`config.mk`:
```
export PLATFORM = sky130hd
export DESIGN_NAME = alu_flag_unit
export DESIGN_NICKNAME = d
export VERILOG_FILES = /design/src/rtl/alu_flag_unit.sv
export SDC_FILE = /design/constraint.sdc
export NUM_CORES = 1
export LEC_CHECK = 0
export CAP_MARGIN = 20
export CORE_MARGIN = 10
export CORE_UTILIZATION = 46
export DETAILED_ROUTE_END_ITERATION = 10
export GPL_ROUTABILITY_DRIVEN = 0
export GPL_TIMING_DRIVEN = 0
export PLACE_DENSITY = 0.78
export SYNTH_ARGS = -nofsm -noshare
export SYNTH_HDL_FRONTEND = slang
export SYNTH_SLANG_ARGS = --single-unit
```
`constraint.sdc`:
```
create_clock -name clk -period 6.3 [get_ports clk]
set_input_delay 1.26 -clock clk [delete_from_list [all_inputs] [get_ports clk]]
set_output_delay 1.26 -clock clk [all_outputs]
set_load 0.01 [all_outputs]
```
`src/rtl/alu_flag_unit.sv`:
```
// ---------------------------------------------------------------------------
// alu_flag_unit
//   Multi-cycle subtract-and-flag stage feeding the ALU comparer.
//   Computes diff = a - b as a + ~b + 1, one CHUNK-bit slice per clock,
//   LSB slice first, and derives the zero and negative (a < b) flags.
//
// Parameters
//   WIDTH  operand / diff width (default 32)
//   CHUNK  slice width processed per cycle (default 8), WIDTH % CHUNK == 0
//
// Ports
//   clk          in   rising-edge clock
//   rst          in   asynchronous active-high reset
//   start        in   request, accepted only in IDLE or DONE
//   a, b         in   operands, sampled on the acceptance edge
//   is_unsigned  in   (only with ALU_FLAG_UNSIGNED_EN) unsigned compare select
//   busy         out  high while the subtraction is running
//   valid        out  high while the result is presented
//   zero         out  diff == 0
//   negative     out  a < b (signed, or unsigned when selected)
//   diff         out  a - b modulo 2^WIDTH
//
// Optional feature macro: ALU_FLAG_UNSIGNED_EN
//   Adds the is_unsigned port; when latched high, negative is the unsigned
//   borrow of the full subtraction instead of the signed N xor V rule.
// ---------------------------------------------------------------------------
module alu_flag_unit #(
   parameter int WIDTH = 32,
   parameter int CHUNK = 8
) (
   input  logic             clk,
   input  logic             rst,
   input  logic             start,
   input  logic [WIDTH-1:0] a,
   input  logic [WIDTH-1:0] b,
`ifdef ALU_FLAG_UNSIGNED_EN
   input  logic             is_unsigned,
`endif
   output logic             busy,
   output logic             valid,
   output logic             zero,
   output logic             negative,
   output logic [WIDTH-1:0] diff
);

   localparam int NSLICE = WIDTH / CHUNK;
   // Keep the counter at least one bit wide so the single-slice case still elaborates.
   localparam int CNT_W  = (NSLICE > 1) ? $clog2(NSLICE) : 1;

   localparam logic [1:0] ST_IDLE = 2'd0;
   localparam logic [1:0] ST_RUN  = 2'd1;
   localparam logic [1:0] ST_DONE = 2'd2;

   localparam logic [CNT_W-1:0] CNT_LAST = CNT_W'(NSLICE - 1);

   logic [1:0]       state_q,   state_d;
   logic [CNT_W-1:0] cnt_q,     cnt_d;
   logic [WIDTH-1:0] a_q,       a_d;
   logic [WIDTH-1:0] b_q,       b_d;
   logic [WIDTH-1:0] dacc_q,    dacc_d;
   logic             carry_q,   carry_d;
   logic             zacc_q,    zacc_d;
   logic [WIDTH-1:0] diff_q,    diff_d;
   logic             zero_q,    zero_d;
   logic             neg_q,     neg_d;
   logic             busy_q,    busy_d;
   logic             valid_q,   valid_d;
`ifdef ALU_FLAG_UNSIGNED_EN
   logic             uns_q,     uns_d;
`endif

   // Current slice arithmetic and the diff as it looks once this slice is merged.
   logic [CHUNK-1:0] a_sl_s;
   logic [CHUNK-1:0] b_sl_s;
   logic [CHUNK:0]   sum_s;
   logic [WIDTH-1:0] dfull_s;
   logic             msb_s;
   logic             ovf_s;
   logic             neg_signed_s;

   // Slice adder: a + ~b + carry, with the result merged into the partial diff.
   always_comb begin
      a_sl_s  = a_q[cnt_q*CHUNK +: CHUNK];
      b_sl_s  = b_q[cnt_q*CHUNK +: CHUNK];
      sum_s   = {1'b0, a_sl_s} + {1'b0, ~b_sl_s} + {{CHUNK{1'b0}}, carry_q};
      dfull_s = dacc_q;
      dfull_s[cnt_q*CHUNK +: CHUNK] = sum_s[CHUNK-1:0];
      msb_s   = dfull_s[WIDTH-1];
      // Signed overflow: operands differ in sign and the result sign differs from a.
      ovf_s   = (a_q[WIDTH-1] ^ b_q[WIDTH-1]) & (a_q[WIDTH-1] ^ msb_s);
      neg_signed_s = msb_s ^ ovf_s;
   end

   // Next-state and datapath control.
   always_comb begin
      state_d = state_q;
      cnt_d   = cnt_q;
      a_d     = a_q;
      b_d     = b_q;
      dacc_d  = dacc_q;
      carry_d = carry_q;
      zacc_d  = zacc_q;
      diff_d  = diff_q;
      zero_d  = zero_q;
      neg_d   = neg_q;
`ifdef ALU_FLAG_UNSIGNED_EN
      uns_d   = uns_q;
`endif
      case (state_q)
         ST_IDLE, ST_DONE: begin
            if (start) begin
               a_d     = a;
               b_d     = b;
`ifdef ALU_FLAG_UNSIGNED_EN
               uns_d   = is_unsigned;
`endif
               carry_d = 1'b1;
               zacc_d  = 1'b1;
               cnt_d   = {CNT_W{1'b0}};
               state_d = ST_RUN;
            end else begin
               state_d = state_q;
            end
         end
         ST_RUN: begin
            dacc_d  = dfull_s;
            carry_d = sum_s[CHUNK];
            zacc_d  = zacc_q & (sum_s[CHUNK-1:0] == {CHUNK{1'b0}});
            if (cnt_q == CNT_LAST) begin
               state_d = ST_DONE;
               diff_d  = dfull_s;
               zero_d  = zacc_q & (sum_s[CHUNK-1:0] == {CHUNK{1'b0}});
`ifdef ALU_FLAG_UNSIGNED_EN
               // No carry out of a + ~b + 1 means a borrow occurred: a < b unsigned.
               if (uns_q) begin
                  neg_d = ~sum_s[CHUNK];
               end else begin
                  neg_d = neg_signed_s;
               end
`else
               neg_d   = neg_signed_s;
`endif
            end else begin
               cnt_d = cnt_q + CNT_W'(1);
            end
         end
         default: begin
            state_d = ST_IDLE;
         end
      endcase
      busy_d  = (state_d == ST_RUN);
      valid_d = (state_d == ST_DONE);
   end

   // State and datapath registers with asynchronous reset.
   always_ff @(posedge clk or posedge rst) begin
      if (rst) begin
         state_q <= ST_IDLE;
         cnt_q   <= {CNT_W{1'b0}};
         a_q     <= {WIDTH{1'b0}};
         b_q     <= {WIDTH{1'b0}};
         dacc_q  <= {WIDTH{1'b0}};
         carry_q <= 1'b0;
         zacc_q  <= 1'b0;
         diff_q  <= {WIDTH{1'b0}};
         zero_q  <= 1'b0;
         neg_q   <= 1'b0;
         busy_q  <= 1'b0;
         valid_q <= 1'b0;
`ifdef ALU_FLAG_UNSIGNED_EN
         uns_q   <= 1'b0;
`endif
      end else begin
         state_q <= state_d;
         cnt_q   <= cnt_d;
         a_q     <= a_d;
         b_q     <= b_d;
         dacc_q  <= dacc_d;
         carry_q <= carry_d;
         zacc_q  <= zacc_d;
         diff_q  <= diff_d;
         zero_q  <= zero_d;
         neg_q   <= neg_d;
         busy_q  <= busy_d;
         valid_q <= valid_d;
`ifdef ALU_FLAG_UNSIGNED_EN
         uns_q   <= uns_d;
`endif
      end
   end

   assign busy     = busy_q;
   assign valid    = valid_q;
   assign zero     = zero_q;
   assign negative = neg_q;
   assign diff     = diff_q;

endmodule

```
# Word level (Yosys, flattened, before mapping)
# Index checks and enable logic that the tools add are counted.
[word_totals]
word_cells = 51
regBits = 138
[op_classes]
n_mux = 10
eq_ne = 7
n_reduce_logical = 8
n_addsub = 4
bitwise = 6
shift = 4
[ops]
columns = ["op", "count"]
rows = [
  ["$shiftx 32x6->8", 2],
  ["$neg 5->34", 1],
  ["$shift 8x34->32 const A", 1],
  ["$shiftx 8x34->32", 1],
  ["$bwmux 32", 1],
  ["$add 8x8->9", 1],
  ["$add 9x1->9", 1],
  ["$logic_not 8->1", 1],
  ["$mux 2", 4],
  ["$not 8->8", 1],
  ["$pmux 2 s2", 2],
  ["$eq 2x2->1 const B", 3],
  ["$reduce_and 2->1", 3],
  ["$eq 2x1->1 const B", 2],
  ["$ne 2x2->1 const B", 2],
  ["$pmux 1 s2", 2],
  ["$reduce_and 3->1", 1],
  ["$xor 1x1->1", 3],
  ["$add 2x1->2 const B", 1],
  ["$and 1x1->1", 2],
  ["$logic_not 2->1", 1],
  ["$reduce_bool 2->1", 1],
  ["$reduce_or 2->1", 1],
  ["$mux 1", 1],
]

# Logic depth before layout (Yosys ltp)
# Gate-level depths: netlist of the first run.
[depth]
word_depth = 9
depth_mapped = 12
mapped_depth_nobuf = 11

# Worst setup path after synthesis of the first run
# Ideal clock, no wire load.
[synth_path]
kind = "register to register"
start = "register cnt_q[0]"
end = "register zero_q (netlist: zero)"
stages_incl_launch_ff = 13
setup_time_ns = 0.074
path_slack_ns = 2.272
n_path_buf = 2
required_time_ns = 6.226
t_arrival_ns = 3.954
period_less_slack_ns = 4.028
cell_sequence = "dfrtp_1 > buf_1 > buf_2 > mux4_2 > fa_1 > inv_1 > fa_1 > a211oi_2 > nor2_1 > xor2_2 > or4_1 > or4_4 > o21ai_2"
[synth_via]
elab_chain_cells = 6
word_cells_on_any_way = 9
[synth_lines]
columns = ["item", "line", "rtl"]
rows = [
  ["start, declared", "57", "logic [CNT_W-1:0] cnt_q, cnt_d;"],
  ["start signal, assigned", "159", "cnt_q <= {CNT_W{1'b0}};"],
  ["start signal, assigned", "175", "cnt_q <= cnt_d;"],
  ["$shiftx 32x6->8", "84", "b_sl_s = b_q[cnt_q*CHUNK +: CHUNK];"],
  ["$not 8->8", "85", "sum_s = {1'b0, a_sl_s} + {1'b0, ~b_sl_s} + {{CHUNK{1'b0}}, carry_q};"],
  ["$add 8x8->9", "85", ""],
  ["$add 9x1->9", "85", ""],
  ["$logic_not 8->1", "132", "zero_d = zacc_q & (sum_s[CHUNK-1:0] == {CHUNK{1'b0}});"],
  ["$and 1x1->1", "132", ""],
  ["end signal, assigned", "182", "zero_q <= zero_d;"],
  ["end, declared", "64", "logic zero_q, zero_d;"],
]
# Parallel ways exist; a longest one is shown, timed or not.
# A chain may end at the register's enable or synchronous reset.

# Worst setup path after layout of the first run
# Ends and elaborated chain as after synthesis.

==> results of run 1 <==
-- routing by layer --
metal / global-route usage (%) / share of wire (%) / vias up
met2: 30.0 / 48 / 228
met1: 23.5 / 41 / 2551
li1: - / - / 2380
met3: 6.12 / 8.4 / 32
met4: 7.22 / 2.4 / 0
met5: 0 / 0 / -
-- report_power, final --
part | total, mW | switching (mW) | internal [mW] | leakage, nW
logic | 2.71 | 1.75 | 0.952 | 1.73
clock network | 0.999 | 0.360 | 0.640 | 0.294
registers | 1.48 | 0.219 | 1.26 | 1.79
total | 5.19 | 2.33 | 2.85 | 3.82
-- kinds of logic (layout without fill, tap and decap cells) --
group,count (synthesis),after routing
and+or+nand+nor,288,288
AOI/OAI and AO/OA,117,117
muxes,16,16
DFF,138,138
buffers and inverters,53,187
adders and majority gates,15,15
xor gates and xnor gates,6,6
-- metrics by stage --
stage / utilization, % / hold WS [ps] / area (um^2) / cells / power (mW)
3_3_place_gp: 56.4 / 454 / 7490 / 911 / 4.03
4_1_cts: 61.1 / 473 / 8130 / 943 / 5.18
6_report: 61.1 / 472 / 8130 / 943 / 5.19
3_5_place_dp: 56.6 / 459 / 7530 / 913 / 4.15
2_1_floorplan: - / 440 / 6250 / 633 / 3.14
5_1_grt: 61.1 / 500 / 8130 / 943 / 5.53
-- flip-flops by register name, indices dropped and copies added, names as in the netlist --
register	flops
state_q	2
zero	1
dacc_q	32
b_q	32
a_q	32
negative	1
cnt_q	2
busy	1
diff	32
zacc_q	1
valid	1
carry_q	1
-- area by class of cell --
cell class	count	area (um^2)	share of cell area (%)
Sequential cell	138	3450	42.5
Multi-Input combinational cell	442	2600	32.0
Timing Repair Buffer	104	1050	13.0
Clock buffer	24	512	6.30
Tap cell	176	220	2.71
Buffer	34	129	1.59
Clock inverter	6	86.3	1.06
Inverter	19	76.3	0.939
-- final timing paths --
kind,to,from
setup / recovery,zero,cnt_q[0]
hold / removal,b_q[21],b_q[21]
setup reg to reg,zero,cnt_q[0]
hold reg to reg,b_q[21],b_q[21]
max in group asynchronous,busy,rst
min in group asynchronous,a_q[31],rst
-- cells in the mapped netlist (all sizes together), types with 2 or more instances --
cell	count
a21oi	21
fa	2
nand3	4
nor2	12
dfrtp	138
clkbuf	25
nand2b	3
nor2b	20
buf	9
and2	2
or4	2
nand2	236
and3	3
ha	13
a22o	32
inv	19
a22oi	16
xor2	5
nor4	2
mux4	16
o21ai	38
-- critical path, cell delays in order, from the launching register on --
cell and delay [ps]:
dfrtp_1 500, buf_1 660, buf_2 450, mux4_2 560, fa_1 430, inv_1 100
fa_1 410, buf_1 290, nand3b_1 240, or4_1 390, or4_4 440, o21ai_2 120
==> impl_metrics.toml, run 1 <==
[final_layout]
diodes = 0
final_cell_mix = "nand2_1, dfrtp_1, clkdlybuf4s50_1"
final_nets = 838
fill_cells = 1076
final_layout_size_suffix_gt1_share_pct = 7.56
area_growth_pct = 30.0
final_common_cell = "nand2_1"

[sta]
setup_viol = 0
skew_ps = 7.93
worstMarginPinSlew_ps = 1130
rsz0062_at_grt = "false"
fin_setup_tns_ps = 0
fmax_mhz = 215
min_period_ps = 4660
slew_viol_final = 0
slew_headroom_pct = 24.6
fin_ws_ps = 1640
post-route-period-util_pct = 73.9
hold_viol = 0

[clock_network]
clkSinkCount = 138
clock_latency_ps = 430
cts_tree = "built"
cts_htree_levels = 4
post_cts_buffers = 0
cts_buffers = 17
cts.clk_slew.worst_paths_ps = 60
root_buffer = "clkbuf_16"
hold_buffers = 0
post_cts_resized = 0
clockBufferDepth = 2

[floorplanning]
io_pins = 103
start_util_pct = 47.0
rows = 42
fp.dieH_um = 137
fp.dieW_um = 137
coreArea_um2 = 13300
die_area_um2 = 18700

[worst_setup_path]
reg2reg_depth = 11
cp_data_arrival_time_ps = 5010
crit_type = "flip-flop to flip-flop"
r2r_setup_slack_ps = 1640
end_kind = "flip-flop"
critPathLaunchType = "flip-flop"
required_ps = 6660
crit_fanout = 10

[yosys]
synth_cell_types = 43
yosys.area_share.simple_pct = 19.0
synth-compound-area-share_pct = 12.6
synth_ff_type = "dfrtp_1"
syn_area_per_cell_um2 = 9.88
synthAdderAreaFrac_pct = 3.24
synth_top_area_share_pct = 55.2
synth_top_family_by_area = "simple AND/OR/NAND/NOR gates"
yosys.area_share.xor_xnor_pct = 0.961
muxShareOfSynthArea_pct = 5.76
synth_area_um2 = 6250
ys_async_sr_fraction_pct = 100
synth_cells = 633
synth_top_area_cell = "dfrtp_1"
ys_warn_count = 0
ys_seq_area_share_pct = 55.2
synth.area.top_cells = "dfrtp_1, nand2_1, mux4_2, a22o_1, ha_1"
ys_ff_latch = 138
synthesis.nets = 715
synth_edf_count = 0

[grt]
grt_max_degree = 74
grt_pass1_vias = 5558
overflow = 0
antenna_found_initial = 0
grt_first_pass_wirelength_um = 27800
grt_usage_pct = 18.9

[detailed_routing]
drt_iter0_markers = 415
ant_nets = 0
vias_per_cell = 5.50
drt-pass1-iter-count = 7
wl_per_cell_um = 17.7
drcViolationCount = 0
vias = 5191
routed_wl_um = 16700

[placed_design]
dpl.hpwl_um = 11900
place_worst_setup_slack_ps = 1610
io_buffers = 102

[run]
drv_cap = 0

[power_and_ir_drop]
peakVddDrop_v = 0.000601
p_per_area_nw_per_um2 = 638
p_leak_nw = 3.82

[hold_path]
min_path_cells = 2
min_path_type = "flip-flop to flip-flop"

[status]
status = "finished, final reports clean"
Power figures use the tool's default switching activity.
==> run 2: changes to the inputs <==
Settings changed: PLACE_DENSITY 0.78 to 0.81.
Clock period 6.3 ns to 4 ns, I/O delays scaled along.
==> run 2 against run 1 <==
Effect of this change:
- worst setup slack got worse by 1500 ps
- sequential cell count did not move
- register-to-register slack got worse by 1500 ps
- fmax rose by 21%
- highest routed layer unchanged
- final cell count rose by 0.32%
- critical path type unchanged
- first-iteration DRC count fell by 2.7%
- cell area rose by 0.89%
==> impl_metrics.toml, run 2 (synthesis results as in run 1) <==
[detailed_routing]
drcViolationCount = 0
drt_iter0_markers = 404
vias = 5186
routed_wl_um = 17000
ant_nets = 0
drt-pass1-iter-count = 6
vias_per_cell = 5.48
wl_per_cell_um = 18.0

[sta]
slew_viol_final = 0
slew_headroom_pct = 29.7
post-route-period-util_pct = 96.0
fin_setup_tns_ps = 0
fmax_mhz = 260
worstMarginPinSlew_ps = 1050
skew_ps = 14.3
hold_viol = 0
min_period_ps = 3840
fin_ws_ps = 160
setup_viol = 0

[clock_network]
hold_buffers = 0
clkSinkCount = 138
clock_latency_ps = 420
cts_htree_levels = 4
cts_buffers = 17
root_buffer = "clkbuf_16"
cts.clk_slew.worst_paths_ps = 60
cts_tree = "built"
clockBufferDepth = 2

[floorplanning]
coreArea_um2 = 13300
die_area_um2 = 18700
fp.dieH_um = 137
io_pins = 103
rows = 42
fp.dieW_um = 137
start_util_pct = 47.0

[placed_design]
place_worst_setup_slack_ps = -354
place_area_um2 = 7590
io_buffers = 102
dpl.hpwl_um = 12300

[worst_setup_path]
critPathLaunchType = "flip-flop"
end_kind = "flip-flop"
crit_type = "flip-flop to flip-flop"
cp_data_arrival_time_ps = 4190
required_ps = 4350
crit_fanout = 10

[grt]
grt_usage_pct = 19.0
antenna_found_initial = 0
overflow = 0
grt_first_pass_wirelength_um = 28000
grt_pass1_vias = 5609
grt_max_degree = 41

[final_layout]
final_nets = 840
final_layout_size_suffix_gt1_share_pct = 8.31
area_growth_pct = 31.2
final_cell_mix = "nand2_1, dfrtp_1, clkdlybuf4s50_1"
diodes = 0
final_common_cell = "nand2_1"
final_cell_area_um2 = 8200
post-route-util_pct = 61.7
fill_cells = 1056

[power_and_ir_drop]
p_per_area_nw_per_um2 = 1000
p_total_mw = 8.21
p_leak_nw = 3.85
peakVddDrop_v = 0.000733

[status]
status = "finished, final reports clean"

[hold_path]
min_path_type = "flip-flop to flip-flop"

[run]
drv_cap = 0
## run 2: cell count changes in the layout (fill, tap and decap cells not counted), moves of 2 or more
cell,before,now
buf_12,0,3
clkbuf_8,6,4
buf_6,0,2
buf_1,8,6
## run 2: final timing paths
kind,from,endpoint,slack [ps],cells past startpoint
setup / recovery,cnt_q[0],zero,160,12
hold reg to reg,b_q[19],b_q[19],470,2
hold / removal,b_q[19],b_q[19],470,2
min in group asynchronous,rst,a_q[14],730,2
max in group asynchronous,rst,diff[18],2500,4
setup reg to reg,cnt_q[0],zero,160,12
## run 2: per-layer routing
layer / part of all wire, % / vias up / track usage [%]
met5: 0 / - / 0
met4: 2.1 / 0 / 7.28
li1: - / 2385 / -
met1: 40 / 2545 / 22.1
met3: 7.8 / 35 / 5.68
met2: 50 / 221 / 32.5
## run 2: worst max-delay path, cell delays in order, from the launching register on
cell and delay [ps]:
dfrtp_2 450, buf_6 210, mux4_2 520, inv_1 110
fa_1 240, inv_1 70, fa_1 420, a211oi_2 320
nor2_2 120, xor2_4 220, or4_1 550, or4_4 440
o21ai_2 110
## run 2: what timing repair did
action | CTS | global route
gates resized for setup | 6 | 5
buffers inserted | 0 | 0
setup endpoints to repair | 21 | 7
gates cloned | 0 | 0
## run 2: area by class of cell
cell class	instances	area, um^2	share of cell area (%)
Clock inverter	6	86.3	1.05
Buffer	33	144	1.75
Sequential cell	138	3450	42.1
Timing Repair Buffer	107	1110	13.6
Inverter	19	75.1	0.915
Clock buffer	25	495	6.04
Tap cell	176	220	2.68
Multi-Input combinational cell	442	2610	31.9
## run 2: per-stage QoR
stage | std cells | hold WS [ps]
3_3_place_gp | 911 | 453
3_5_place_dp | 916 | 458
4_1_cts | 946 | 472
6_report | 946 | 474
2_1_floorplan | 633 | 440
5_1_grt | 946 | 499
## run 2: power by group
part           internal [mW]  switching (mW)
clock                  0.980           0.556
sequential              1.98           0.353
combinational           1.56            2.78
total                   4.52            3.69
